--- config.mk ---
export PLATFORM = sky130hd
export DESIGN_NAME = halt_report_tx
export DESIGN_NICKNAME = d
export VERILOG_FILES = /design/src/rtl/halt_report_tx.sv
export SDC_FILE = /design/constraint.sdc
export NUM_CORES = 1
export LEC_CHECK = 0
export BUFFER_PORTS_ARGS = -buffer_cell sky130_fd_sc_hd__buf_2
export CAP_MARGIN = 10
export CORE_MARGIN = 4
export CORE_UTILIZATION = 30
export CTS_BUF_LIST = sky130_fd_sc_hd__clkbuf_4
export DETAILED_ROUTE_END_ITERATION = 10
export GPL_TIMING_DRIVEN = 0
export SYNTH_ARGS = -nofsm -noshare
export SYNTH_HDL_FRONTEND = slang
export SYNTH_SLANG_ARGS = --single-unit
--- constraint.sdc ---
create_clock -name clk -period 3.3 [get_ports clk]
set_clock_uncertainty 0.05 [all_clocks]
set_input_delay 0.66 -clock clk [delete_from_list [all_inputs] [get_ports clk]]
set_output_delay 0.66 -clock clk [all_outputs]
set_load 0.1 [all_outputs]
--- src/rtl/halt_report_tx.sv ---
// halt_report_tx: cycle counter plus halt/timeout watcher for FPGA runs.
// On the first halt strobe (or when the counter hits TIMEOUT_CYCLES) it sends
// one 6-byte report frame over an 8N1 UART TX line and then parks with done high.
module halt_report_tx #(
    parameter int unsigned CLKS_PER_BIT   = 434,
    parameter int unsigned TIMEOUT_CYCLES = 500000
) (
    input  logic        clk,
    input  logic        rst_n,
    input  logic        isHalt,
    input  logic [15:0] ret_val,
    output logic        tx,
    output logic        busy,
    output logic        done
);

    localparam int unsigned TimerW = (CLKS_PER_BIT > 1) ? $clog2(CLKS_PER_BIT) : 1;
    localparam logic [TimerW-1:0] TimerMax = TimerW'(CLKS_PER_BIT - 1);

    typedef enum logic [2:0] {
        StCount,
        StStart,
        StData,
        StStop,
        StDone
    } state_e;

    state_e            state_q, state_d;
    logic [31:0]       count_q, count_d;
    logic [TimerW-1:0] timer_q, timer_d;
    logic [2:0]        bit_q, bit_d;
    logic [2:0]        byte_q, byte_d;
    logic              halt_q, halt_d;
    logic [7:0]        ret_q, ret_d;
    logic              tx_q, tx_d;
    logic              busy_q, busy_d;
    logic              done_q, done_d;
    logic [7:0]        cur_byte;
    logic              wrap;

    // Only the low byte of the return value is ever reported.
    logic unused_ret_hi;
    assign unused_ret_hi = ^ret_val[15:8];

    assign wrap = (timer_q == TimerMax);

    // Select the frame byte currently being shifted out.
    always_comb begin
        cur_byte = 8'h00;
        case (byte_q)
            3'd0:    cur_byte = halt_q ? 8'hA5 : 8'h5A;
            3'd1:    cur_byte = count_q[31:24];
            3'd2:    cur_byte = count_q[23:16];
            3'd3:    cur_byte = count_q[15:8];
            3'd4:    cur_byte = count_q[7:0];
            3'd5:    cur_byte = ret_q;
            default: cur_byte = 8'h00;
        endcase
    end

    // Next-state logic: counting, trigger capture, and bit/byte sequencing.
    always_comb begin
        state_d = state_q;
        count_d = count_q;
        timer_d = timer_q;
        bit_d   = bit_q;
        byte_d  = byte_q;
        halt_d  = halt_q;
        ret_d   = ret_q;

        if (state_q == StStart || state_q == StData || state_q == StStop) begin
            timer_d = wrap ? '0 : timer_q + 1'b1;
        end

        case (state_q)
            StCount: begin
                // The trigger edge does not increment, so count_q already holds
                // the value that gets reported.
                if (isHalt) begin
                    state_d = StStart;
                    halt_d  = 1'b1;
                    ret_d   = ret_val[7:0];
                    timer_d = '0;
                    bit_d   = 3'd0;
                    byte_d  = 3'd0;
                end else if (count_q == TIMEOUT_CYCLES) begin
                    state_d = StStart;
                    halt_d  = 1'b0;
                    ret_d   = 8'h00;
                    timer_d = '0;
                    bit_d   = 3'd0;
                    byte_d  = 3'd0;
                end else begin
                    count_d = count_q + 32'd1;
                end
            end
            StStart: begin
                if (wrap) begin
                    state_d = StData;
                    bit_d   = 3'd0;
                end
            end
            StData: begin
                if (wrap) begin
                    if (bit_q == 3'd7) begin
                        state_d = StStop;
                    end else begin
                        bit_d = bit_q + 3'd1;
                    end
                end
            end
            StStop: begin
                if (wrap) begin
                    if (byte_q == 3'd5) begin
                        state_d = StDone;
                    end else begin
                        state_d = StStart;
                        byte_d  = byte_q + 3'd1;
                    end
                end
            end
            StDone:  state_d = StDone;
            default: state_d = StCount;
        endcase
    end

    // Output decode; registered below so tx lags the state by one clock.
    always_comb begin
        tx_d   = 1'b1;
        busy_d = 1'b0;
        done_d = 1'b0;
        case (state_q)
            StStart: begin
                tx_d   = 1'b0;
                busy_d = 1'b1;
            end
            StData: begin
                tx_d   = cur_byte[bit_q];
                busy_d = 1'b1;
            end
            StStop: begin
                tx_d   = 1'b1;
                busy_d = 1'b1;
            end
            StDone:  done_d = 1'b1;
            default: tx_d = 1'b1;
        endcase
    end

    // State and output registers with asynchronous active-low reset.
    always_ff @(posedge clk or negedge rst_n) begin
        if (!rst_n) begin
            state_q <= StCount;
            count_q <= 32'd0;
            timer_q <= '0;
            bit_q   <= 3'd0;
            byte_q  <= 3'd0;
            halt_q  <= 1'b0;
            ret_q   <= 8'h00;
            tx_q    <= 1'b1;
            busy_q  <= 1'b0;
            done_q  <= 1'b0;
        end else begin
            state_q <= state_d;
            count_q <= count_d;
            timer_q <= timer_d;
            bit_q   <= bit_d;
            byte_q  <= byte_d;
            halt_q  <= halt_d;
            ret_q   <= ret_d;
            tx_q    <= tx_d;
            busy_q  <= busy_d;
            done_q  <= done_d;
        end
    end

    assign tx   = tx_q;
    assign busy = busy_q;
    assign done = done_q;

endmodule

After elaboration in Yosys (flattened, before gate mapping)
Cells that the tools add are included.
W data, S select, Z words.
{"block": "word_totals", "reg_bits": 62, "output_inout_bits": 3, "word_cells": 82}
{"block": "classes", "n_addsub": 4, "magnitude_cmp": 1, "n_eq_ne": 19, "muxes": 33, "bitwise": 2, "n_reduce_logical": 13}
{"cell": "$pmux W8 S6", "n": 1}
{"cell": "$mux W9", "n": 5}
{"cell": "$mux W3", "n": 14}
{"cell": "$add A32 B1 Y32 const B", "n": 1}
{"cell": "$eq A32 B19 Y1 const B", "n": 1}
{"cell": "$mux W8", "n": 3}
{"cell": "$pmux W3 S5", "n": 1}
{"cell": "$eq A3 B2 Y1 const B", "n": 4}
{"cell": "$eq A3 B3 Y1 const B", "n": 4}
{"cell": "$ne A2 B2 Y1 const B", "n": 5}
{"cell": "$reduce_and A5 Y1", "n": 2}
{"cell": "$add A9 B1 Y9 const B", "n": 1}
{"cell": "$eq A9 B9 Y1 const B", "n": 1}
{"cell": "$pmux W3 S3", "n": 1}
{"cell": "$add A3 B1 Y3 const B", "n": 2}
{"cell": "$eq A3 B1 Y1 const B", "n": 2}
{"cell": "$logic_not A3 Y1", "n": 2}
{"cell": "$pmux W3 S2", "n": 1}
{"cell": "$mux W1", "n": 5}
{"cell": "$lt A3 B4 Y1 const B", "n": 1}
{"cell": "$reduce_and A4 Y1", "n": 1}
{"cell": "$reduce_bool A2 Y1", "n": 2}
{"cell": "$bmux W1 S3", "n": 1}
{"cell": "$ne A3 B3 Y1 const B", "n": 1}
{"cell": "other kinds (8)", "n": 10}

Depth between registers and ports, before layout
Gate-level depths: netlist of the first run.
{"block": "depth", "word_depth": 7, "ltp_mapped": 12, "mapped_depth_nobuf": 8}

Worst setup path after synthesis of the first run
No wires, ideal clock.
{"block": "synth_path", "path_kind": "reg2reg", "startpoint": "reg byte_q[2]", "endpoint": "reg tx_q, in the netlist tx", "setup_time_ps": 86, "arrival_time_ps": 2278, "t_required_ps": 3164, "setup_slack_ps": 886, "path_stages_with_launch": 12, "n_path_buf": 4, "synth_period_minus_slack_ps": 2414, "path_cell_list": "dfrtp_1 clkbuf_1 clkbuf_1 clkbuf_1 inv_1 ha_1 clkbuf_1 a32o_1 nor3_1 a31oi_1 a211oi_1 o31ai_1"}
{"block": "synth_between", "elab_chain_len": 5, "word_cells_on_any_way": 10}
{"element": "start, declared", "line": "32", "source": "logic [2:0] byte_q, byte_d;"}
{"element": "start signal, assigned", "line": "168", "source": "byte_q <= byte_d;"}
{"element": "$eq A3 B3 Y1 (tied with other cells)", "line": "50", "source": "case (byte_q)"}
{"element": "$pmux W8 S6 (*)", "line": "50"}
{"element": "$bmux W1 S3 (*)", "line": "138", "source": "tx_d = cur_byte[bit_q];"}
{"element": "$mux W1 (implied by the code) (*)", "line": "138"}
{"element": "$pmux W1 S2 (*)", "line": "132", "source": "case (state_q)"}
{"element": "named net tx_d", "line": "35", "source": "logic tx_q, tx_d;"}
{"element": "end signal, assigned", "line": "171", "source": "tx_q <= tx_d;"}
{"element": "end, declared", "line": "35"}
Mark *: on every way through the listed nets, which the timed path passes. The rest lies on a longest branch. The select of a mux whose other input is x is not followed.
A chain may end at the register's enable or synchronous reset.

Final worst setup path of the first run
Same ends and word-level chain as after synthesis.

==> results of run 1 <==
==> per-stage QoR <==
stage | instance area [um2] | hold slack [ps] | utilization (%) | cells | worst slack, ps
after detailed placement | 3710 | 432 | 33.7 | 504 | 358
after global placement | 3660 | 431 | 33.3 | 502 | 295
after global routing | 3820 | 92.8 | 34.7 | 520 | 113
after CTS | 3810 | 72.0 | 34.7 | 520 | 340
after floorplan | 3420 | 314 | - | 349 | 886
final | 3820 | 94.3 | 34.7 | 520 | 452
==> cells in the final DEF (no fill, tap or decap), drive strengths merged, types with 11 or more instances in the layout <==
master,count
nand2,39
inv,11
clkbuf,20
o21ai,11
a22o,11
buf,22
nand3,21
ha,11
xor2,20
xnor2,18
nor3,11
nor2,28
dfrtp,61
==> power breakdown <==
group          leakage [nW]  internal [mW]  switching (mW)
Clock                0.0568          0.148           0.279
Sequential            0.832          0.759               0
Combinational         0.808         0.0100          0.0175
Total                  1.70          0.917           0.296
==> path summary, 6_finish.rpt <==
kind | end | slack (ps) | cells after the start
worst max-delay path | tx | 450 | 11
worst min register to register | count_q[31] | 450 | 1
min in group clk | ret_q[2] | 410 | 2
worst max register to register | tx | 450 | 11
worst min-delay path | state_q[0] | 90 | 1
max in group asynchronous | count_q[25] | 2460 | 3
==> final cells by class <==
cell class              count  area [um2]  share of cell area, %
inverters                  11        41.3                   1.08
clock buffers               9        67.6                   1.77
clock inverters             7        41.3                   1.08
repair buffers             15         113                   2.95
well taps                 140         175                   4.59
plain buffers              18        88.8                   2.33
multi-input cells         258        1740                   45.5
flip-flops and latches     62        1550                   40.7
==> cells by family after synthesis <==
group           share of synthesized area, %
xor+xnor                                9.74
buf+inv                                 3.77
flops                                   45.4
simple gates                            23.6
compound gates                          11.1
fa+ha+maj                               4.03
mux                                     2.31
==> worst max-delay path, cell delays in order (launching register included) <==
cell      delay (ps)
dfrtp_1          330
clkbuf_1         300
clkbuf_2         310
clkbuf_1         370
inv_1             90
ha_1             200
clkbuf_1         210
a32o_1           250
nor3_1           210
a311oi_1          80
a211oi_1         230
o31ai_1          140
==> flip-flops by register name, indices dropped and copies added, names as in the netlist, 3 cells and up <==
name	cells
bit_q	3
byte_q	3
count_q	32
ret_q	8
state_q	3
timer_q	9
==> timing repair <==
item                                    4_1_cts  5_1_grt
endpoints found under the hold margin         0        0
endpoints found under the setup margin        0        1
resized for setup                             0        2
setup buffers                                 0        0
==> layer usage <==
metal,vias up,global-route usage (%)
li1,1291,-
met5,-,0
met4,0,5.16
met3,17,2.74
met1,1254,17.3
met2,55,19.1
==> flow_summary.toml, run 1 <==
[power_and_ir_drop]
irDropWorstVdd_mv = 0.137
powerDensity_nw_per_um2 = 318
power_mw = 1.21
p_leak_nw = 1.70

[logic_synthesis]
yosys_most_used_dff = "dfrtp_1"
ys_async_sr_fraction_pct = 100
yosysSeqAreaShare_pct = 45.4
synth_commonest_cells = "dfrtp_1, nand2_1, nor2_1"
synth_cell_types = 56
postSynthCellCount = 349
ys_ff_latch = 62
synth_top_area_share_pct = 44.7
synth_area_um2 = 3420
synth.area.top_cells = "dfrtp_1, xor2_1, xnor2_1, nand2_1, ha_1"
syn-num-nets = 379
avgSynthCellArea_um2 = 9.79
synth.largest_area_cell = "dfrtp_1"
synth_most_common_cell = "dfrtp_1"
synth_edf_count = 0
yosys_warnings = 0

[drt]
wl_mm = 7.47
met2_length_mm = 3.45
vias = 2617
wl_met1_mm = 3.52
drt-pass1-iter-count = 5
post_drt_via_cell_ratio = 5.03
drt_iter0_drc = 130
met3_length_um = 327
antenna_left = 0
drc = 0
top_layer_used = "met4"
wl_per_cell_um = 14.4

[clocking]
cts_sinks = 62
clock_latency_ps = 410
cts_tree = "done"
ctsRootBufferMaster = "clkbuf_4"
clkTransAtPathRegs_ps = 100
h-tree-depth = 3
cts_buffer_depth = 2
postCtsHoldBufs = 0
tritoncts.num_buffers = 9

[sta]
fin_crit_ps = 2850
max_freq_mhz = 351
relSlewSlack_pct = 42.5
final_hold_viol_count = 0
rsz0062_at_grt = "no"
period_share_pct = 86.3
fin_setup_tns_ps = 0
worstMarginPinSlew_ps = 857
slew_violations = 0
finalSetupViolations = 0

[floorplanning]
start_util_pct = 31.1
fp.dieW_um = 115
core_area_um2 = 11000
io_pins = 22
die-area_um2 = 13200
fp.dieH_um = 115
fp-row-count = 38

[place]
place_congestion = 0.921
place_hpwl_mm = 5.67
portBuffers = 13

[worst_setup_path]
r2r-start = "byte_q[2]"
arrival_ps = 3130
worstPathRequired_ps = 3580
start_kind = "flip-flop"
end_kind = "flip-flop"
crit_path_start = "byte_q[2]"
cp_max_fo = 10
path_class = "flip-flop to flip-flop"

[run]
drv_cap = 0

[worst_hold_path]
min_path_type = "input pin to asynchronous set/reset pin"

[global_route]
grt_pass1_vias = 2571
track_usage_pct = 12.5
grt_overflow = 0
grt_start_max_net_pins = 26
grt_pass1_wl_mm = 13.1
grt_antenna_before_repair = 0

[finish]
drive_gt1_share_pct = 14.2
nets = 405
antennaDiodeCount = 0
fillCellCount = 1110
syn_to_final_growth_pct = 11.6

[status]
status = "finished clean"
Power figures use the tool's default switching activity.
==> run 2, diff against run 1 <==
--- a/config.mk
+++ b/config.mk
@@ -8,10 +8,11 @@
 export BUFFER_PORTS_ARGS = -buffer_cell sky130_fd_sc_hd__buf_2
 export CAP_MARGIN = 10
 export CORE_MARGIN = 4
-export CORE_UTILIZATION = 30
+export CORE_UTILIZATION = 55
 export CTS_BUF_LIST = sky130_fd_sc_hd__clkbuf_4
 export DETAILED_ROUTE_END_ITERATION = 10
 export GPL_TIMING_DRIVEN = 0
+export PLACE_DENSITY = 0.73
 export SYNTH_ARGS = -nofsm -noshare
 export SYNTH_HDL_FRONTEND = slang
 export SYNTH_SLANG_ARGS = --single-unit
==> run 2 against run 1 <==
First-iteration DRC count increased by 68%. Global-route usage grew 9.3 points. Maximum frequency decreased by 4.4%. Clock-buffer cell count rose by 1. Clock power grew 23%. Total power increased by 7.7%. Sequential power is essentially flat. Via count rose by 2.3%. Non-clock buffer count is 1 lower. Core utilization increased by 28 points. Critical path depth unchanged.
==> flow_summary.toml, run 2 (synthesis results as in run 1) <==
[worst_setup_path]
worstPathRequired_ps = 3600
cp_max_fo = 10
r2r-start = "byte_q[2]"
crit_path_start = "byte_q[2]"
path_class = "flip-flop to flip-flop"
rr_worst_depth = 11
worstReg2RegEnd = "tx"
r2r_setup_slack_ps = 320
end_kind = "flip-flop"
arrival_ps = 3270
start_kind = "flip-flop"
crit_end = "tx"

[floorplanning]
fp-row-count = 28
die-area_um2 = 7540
fp.dieW_um = 86.8
start_util_pct = 57.1
io_pins = 22
core_area_um2 = 5990
fp.dieH_um = 86.8

[clocking]
cts_setup_buffers = 0
tritoncts.num_buffers = 9
cts_tree = "done"
postCtsHoldBufs = 0
clkTransAtPathRegs_ps = 120
clock_latency_ps = 410
h-tree-depth = 3
cts_sinks = 62
ctsRootBufferMaster = "clkbuf_4"
cts_buffer_depth = 2
cts.repair.resized = 0

[finish]
nets = 404
fillCellCount = 512
final_common_cell = "dfrtp_1"
largest_register_ff_count = 32
syn_to_final_growth_pct = 9.26
mostFrequentLayoutCells = "dfrtp_1, nand2_1, nor2_1, nand3_1, xor2_1"
antennaDiodeCount = 0
instances_no_fill = 454
drive_gt1_share_pct = 14.2
top_register = "count_q"
reg_top3 = "count_q (32), timer_q (9), ret_q (8)"

[global_route]
grt_pass1_wl_mm = 12.8
grt_start_max_net_pins = 35
grt_overflow = 0
grt_antenna_before_repair = 0
grt_pass1_vias = 2616
track_usage_pct = 21.8

[place]
place_congestion = 0.864
portBuffers = 13
post-place-cells = 438
place_hpwl_mm = 5.38

[sta]
slew_violations = 0
relSlewSlack_pct = 47.7
max_freq_mhz = 336
worstMarginPinSlew_ps = 779
finalSetupViolations = 0
final_hold_viol_count = 0
period_share_pct = 90.3
fin_setup_tns_ps = 0
fin_crit_ps = 2980
rsz0062_at_grt = "no"

[power_and_ir_drop]
powerDensity_nw_per_um2 = 350
p_leak_nw = 1.69
power_mw = 1.31
irDropWorstVdd_mv = 0.257

[drt]
vias = 2676
antenna_left = 0
wl_mm = 7.41
drt_iter0_drc = 218
drt-pass1-iter-count = 7
drc = 0
wl_per_cell_um = 16.3
post_drt_via_cell_ratio = 5.89

[run]
drv_cap = 0

[worst_hold_path]
min_path_type = "input pin to asynchronous set/reset pin"

[status]
status = "finished clean"
-- run 2: cell types whose count changed in the layout (fill, tap and decap cells not counted), sizes merged --
| cell | before | now |
|---|---|---|
| buf | 22 | 21 |
| clkbuf | 20 | 21 |
| clkinv | 5 | 2 |
| clkinvlp | 2 | 3 |
| bufinv | 0 | 1 |
-- run 2: how the worst min path moves through the flow --
stage,startpoint,slack (ps),end
5_1_grt,rst_n,240,ret_q[4]
2_1_floorplan,rst_n,310,bit_q[0]
4_1_cts,rst_n,210,ret_q[4]
3_5_place_dp,count_q[31],440,count_q[31]
3_3_place_gp,count_q[31],440,count_q[31]
6_report,rst_n,200,ret_q[4]
-- run 2: where the power goes --
group,total [mW],switching [mW],internal [mW],leakage [nW]
registers,0.759,0,0.759,0.832
clock network,0.523,0.287,0.236,0.0684
logic,0.0233,0.0166,0.00667,0.792
total,1.31,0.303,1.00,1.69
-- run 2: metal layers --
| layer | routed length, um | vias up | track usage [%] |
|---|---|---|---|
| met2 | 3420 | 83 | 32.7 |
| met3 | 325 | 13 | 3.52 |
| met4 | 146 | 0 | 9.49 |
| li1 | - | 1288 | - |
| met5 | 0 | - | 0 |
| met1 | 3520 | 1292 | 31.0 |
-- run 2: area by class of cell --
type	count	area (um2)	area share, %
inverter	11	41.3	1.11
clock buffer	10	75.1	2.01
tap	75	93.8	2.51
clock inverter	6	62.6	1.68
timing repair buffer	14	85.1	2.28
multi-input combinational	258	1740	46.5
buffer	18	87.6	2.35
sequential	62	1550	41.6
-- run 2: worst max-delay path, cell delays in order, from the launching register on --
cell	delay (ps)
dfrtp_1	340
clkbuf_1	290
clkbuf_1	420
clkbuf_1	380
inv_1	90
ha_1	200
clkbuf_1	210
a32o_1	270
nor3_1	200
a31oi_1	70
a211oi_1	270
o31ai_1	120
-- run 2: per-stage QoR --
stage                     area, um2  setup slack [ps]  util, %  hold WS (ps)
after detailed placement       3600               357     60.0           437
after global placement         3580               433     59.7           439
after CTS                      3730               348     62.3           215
final                          3730               322     62.3           204
after floorplan                3420               886        -           314
after global routing           3730              38.7     62.3           241
==> run 3, diff against run 2 <==
--- a/config.mk
+++ b/config.mk
@@ -5,7 +5,7 @@
 export SDC_FILE = /design/constraint.sdc
 export NUM_CORES = 1
 export LEC_CHECK = 0
-export BUFFER_PORTS_ARGS = -buffer_cell sky130_fd_sc_hd__buf_2
+export BUFFER_PORTS_ARGS = -buffer_cell sky130_fd_sc_hd__buf_4
 export CAP_MARGIN = 10
 export CORE_MARGIN = 4
 export CORE_UTILIZATION = 55
==> run 3 against run 2 <==
Global-route usage increased by 0.35 points. Final cell count decreased by 0.22%. Core utilization increased by 0.52 points. Total power increased by 5.0%. Maximum frequency decreased by 0.29%. Setup slack got worse by 8.6 ps. Sequential power about the same. Clock-buffer cell count increased by 1. First-iteration DRC count increased by 6.9%. Largest power group unchanged.
==> flow_summary.toml, run 3 (synthesis results as in run 1) <==
[status]
status = "finished clean"

[finish]
final_common_cell = "dfrtp_1"
instances_no_fill = 453
mostFrequentLayoutCells = "dfrtp_1, nand2_1, nor2_1, nand3_1, xor2_1"
nets = 403
fin_util_pct = 62.9
drive_gt1_share_pct = 13.8
largest_register_ff_count = 32
antennaDiodeCount = 0
reg_top3 = "count_q (32), timer_q (9), ret_q (8)"
top_register = "count_q"
syn_to_final_growth_pct = 10.2

[drt]
met3_length_um = 368
post_drt_via_cell_ratio = 5.93
drt-pass1-iter-count = 4
wl_per_cell_um = 16.5
wl_mm = 7.48
drt_iter0_drc = 233
met2_length_mm = 3.37
wl_met1_mm = 3.47
antenna_left = 0
drc = 0
vias = 2688
top_layer_used = "met4"

[worst_setup_path]
r2r_setup_slack_ps = 310
end_kind = "flip-flop"
worstPathRequired_ps = 3580
path_class = "flip-flop to flip-flop"
cp_max_fo = 10
rr_worst_depth = 11
arrival_ps = 3270
start_kind = "flip-flop"

[floorplanning]
fp-row-count = 28
core_area_um2 = 5990
fp.dieW_um = 86.8
die-area_um2 = 7540
io_pins = 22
fp.dieH_um = 86.8
start_util_pct = 57.1

[clocking]
clkTransAtPathRegs_ps = 100
cts.repair.resized = 0
clock_latency_ps = 410
cts_tree = "done"
postCtsHoldBufs = 0
cts_buffer_depth = 2
h-tree-depth = 3
ctsRootBufferMaster = "clkbuf_4"
cts_sinks = 62
tritoncts.num_buffers = 9
cts_setup_buffers = 0

[global_route]
grt_start_max_net_pins = 63
grt_antenna_before_repair = 0
track_usage_pct = 22.1
grt_overflow = 0
grt_pass1_wl_mm = 12.9
grt_pass1_vias = 2685

[run]
drv_cap = 0

[power_and_ir_drop]
p_leak_nw = 1.71
powerDensity_nw_per_um2 = 364
irDropWorstVdd_mv = 0.284

[place]
pre_cts_slack_ps = 338
place_congestion = 0.852
place_hpwl_mm = 5.30
post-place-cells = 437
portBuffers = 13

[worst_hold_path]
min_path_type = "input pin to asynchronous set/reset pin"

[sta]
worstMarginPinSlew_ps = 818
fin_setup_tns_ps = 0
fin_crit_ps = 2990
max_freq_mhz = 335
finalSetupViolations = 0
final_hold_viol_count = 0
fin_ws_ps = 313
holdWs_ps = 263
rsz0062_at_grt = "no"
slew_violations = 0
relSlewSlack_pct = 45.1
period_share_pct = 90.5
run 3: critical path, stage by stage, from the launching register on:
cell,delay (ps)
dfrtp_1,340
clkbuf_1,280
clkbuf_1,420
clkbuf_1,390
inv_1,100
ha_1,210
clkbuf_1,220
a32o_1,270
nor3_1,210
a311oi_1,80
a211oi_1,250
o31ai_1,120
run 3: where the power goes:
part           total (mW)  internal, mW  switching, mW  leakage, nW
logic              0.0234       0.00752         0.0159        0.793
registers           0.759         0.759              0        0.832
clock network       0.589         0.320          0.269       0.0883
run 3: path summary, 6_finish.rpt:
kind	startpoint	to
max	byte_q[2]	tx
min	rst_n	ret_q[4]
max reg2reg	byte_q[2]	tx
min reg2reg	count_q[18]	count_q[18]
max in group asynchronous	rst_n	timer_q[6]
min in group clk	ret_val[2]	ret_q[2]
run 3: area by class of cell:
cell class	count	area [um2]
buffer	18	87.6
clock buffer	11	82.6
clock inverter	5	73.8
fill	507	2220
inverter	11	41.3
multi-input combinational	258	1740
sequential	62	1550
tap	75	93.8
timing repair buffer	13	97.6
run 3: layer usage:
metal	global-route usage (%)	vias up
li1	-	1292
met1	31.0	1285
met2	32.2	84
met3	3.42	27
met4	13.0	0
met5	0	-
run 3: metrics by stage:
step                      cell area, um2  power (mW)
after CTS                           3770        1.39
final                               3770        1.37
after detailed placement            3610       0.799
after floorplan                     3420       0.775
after global placement              3610       0.799
after global routing                3770        1.42
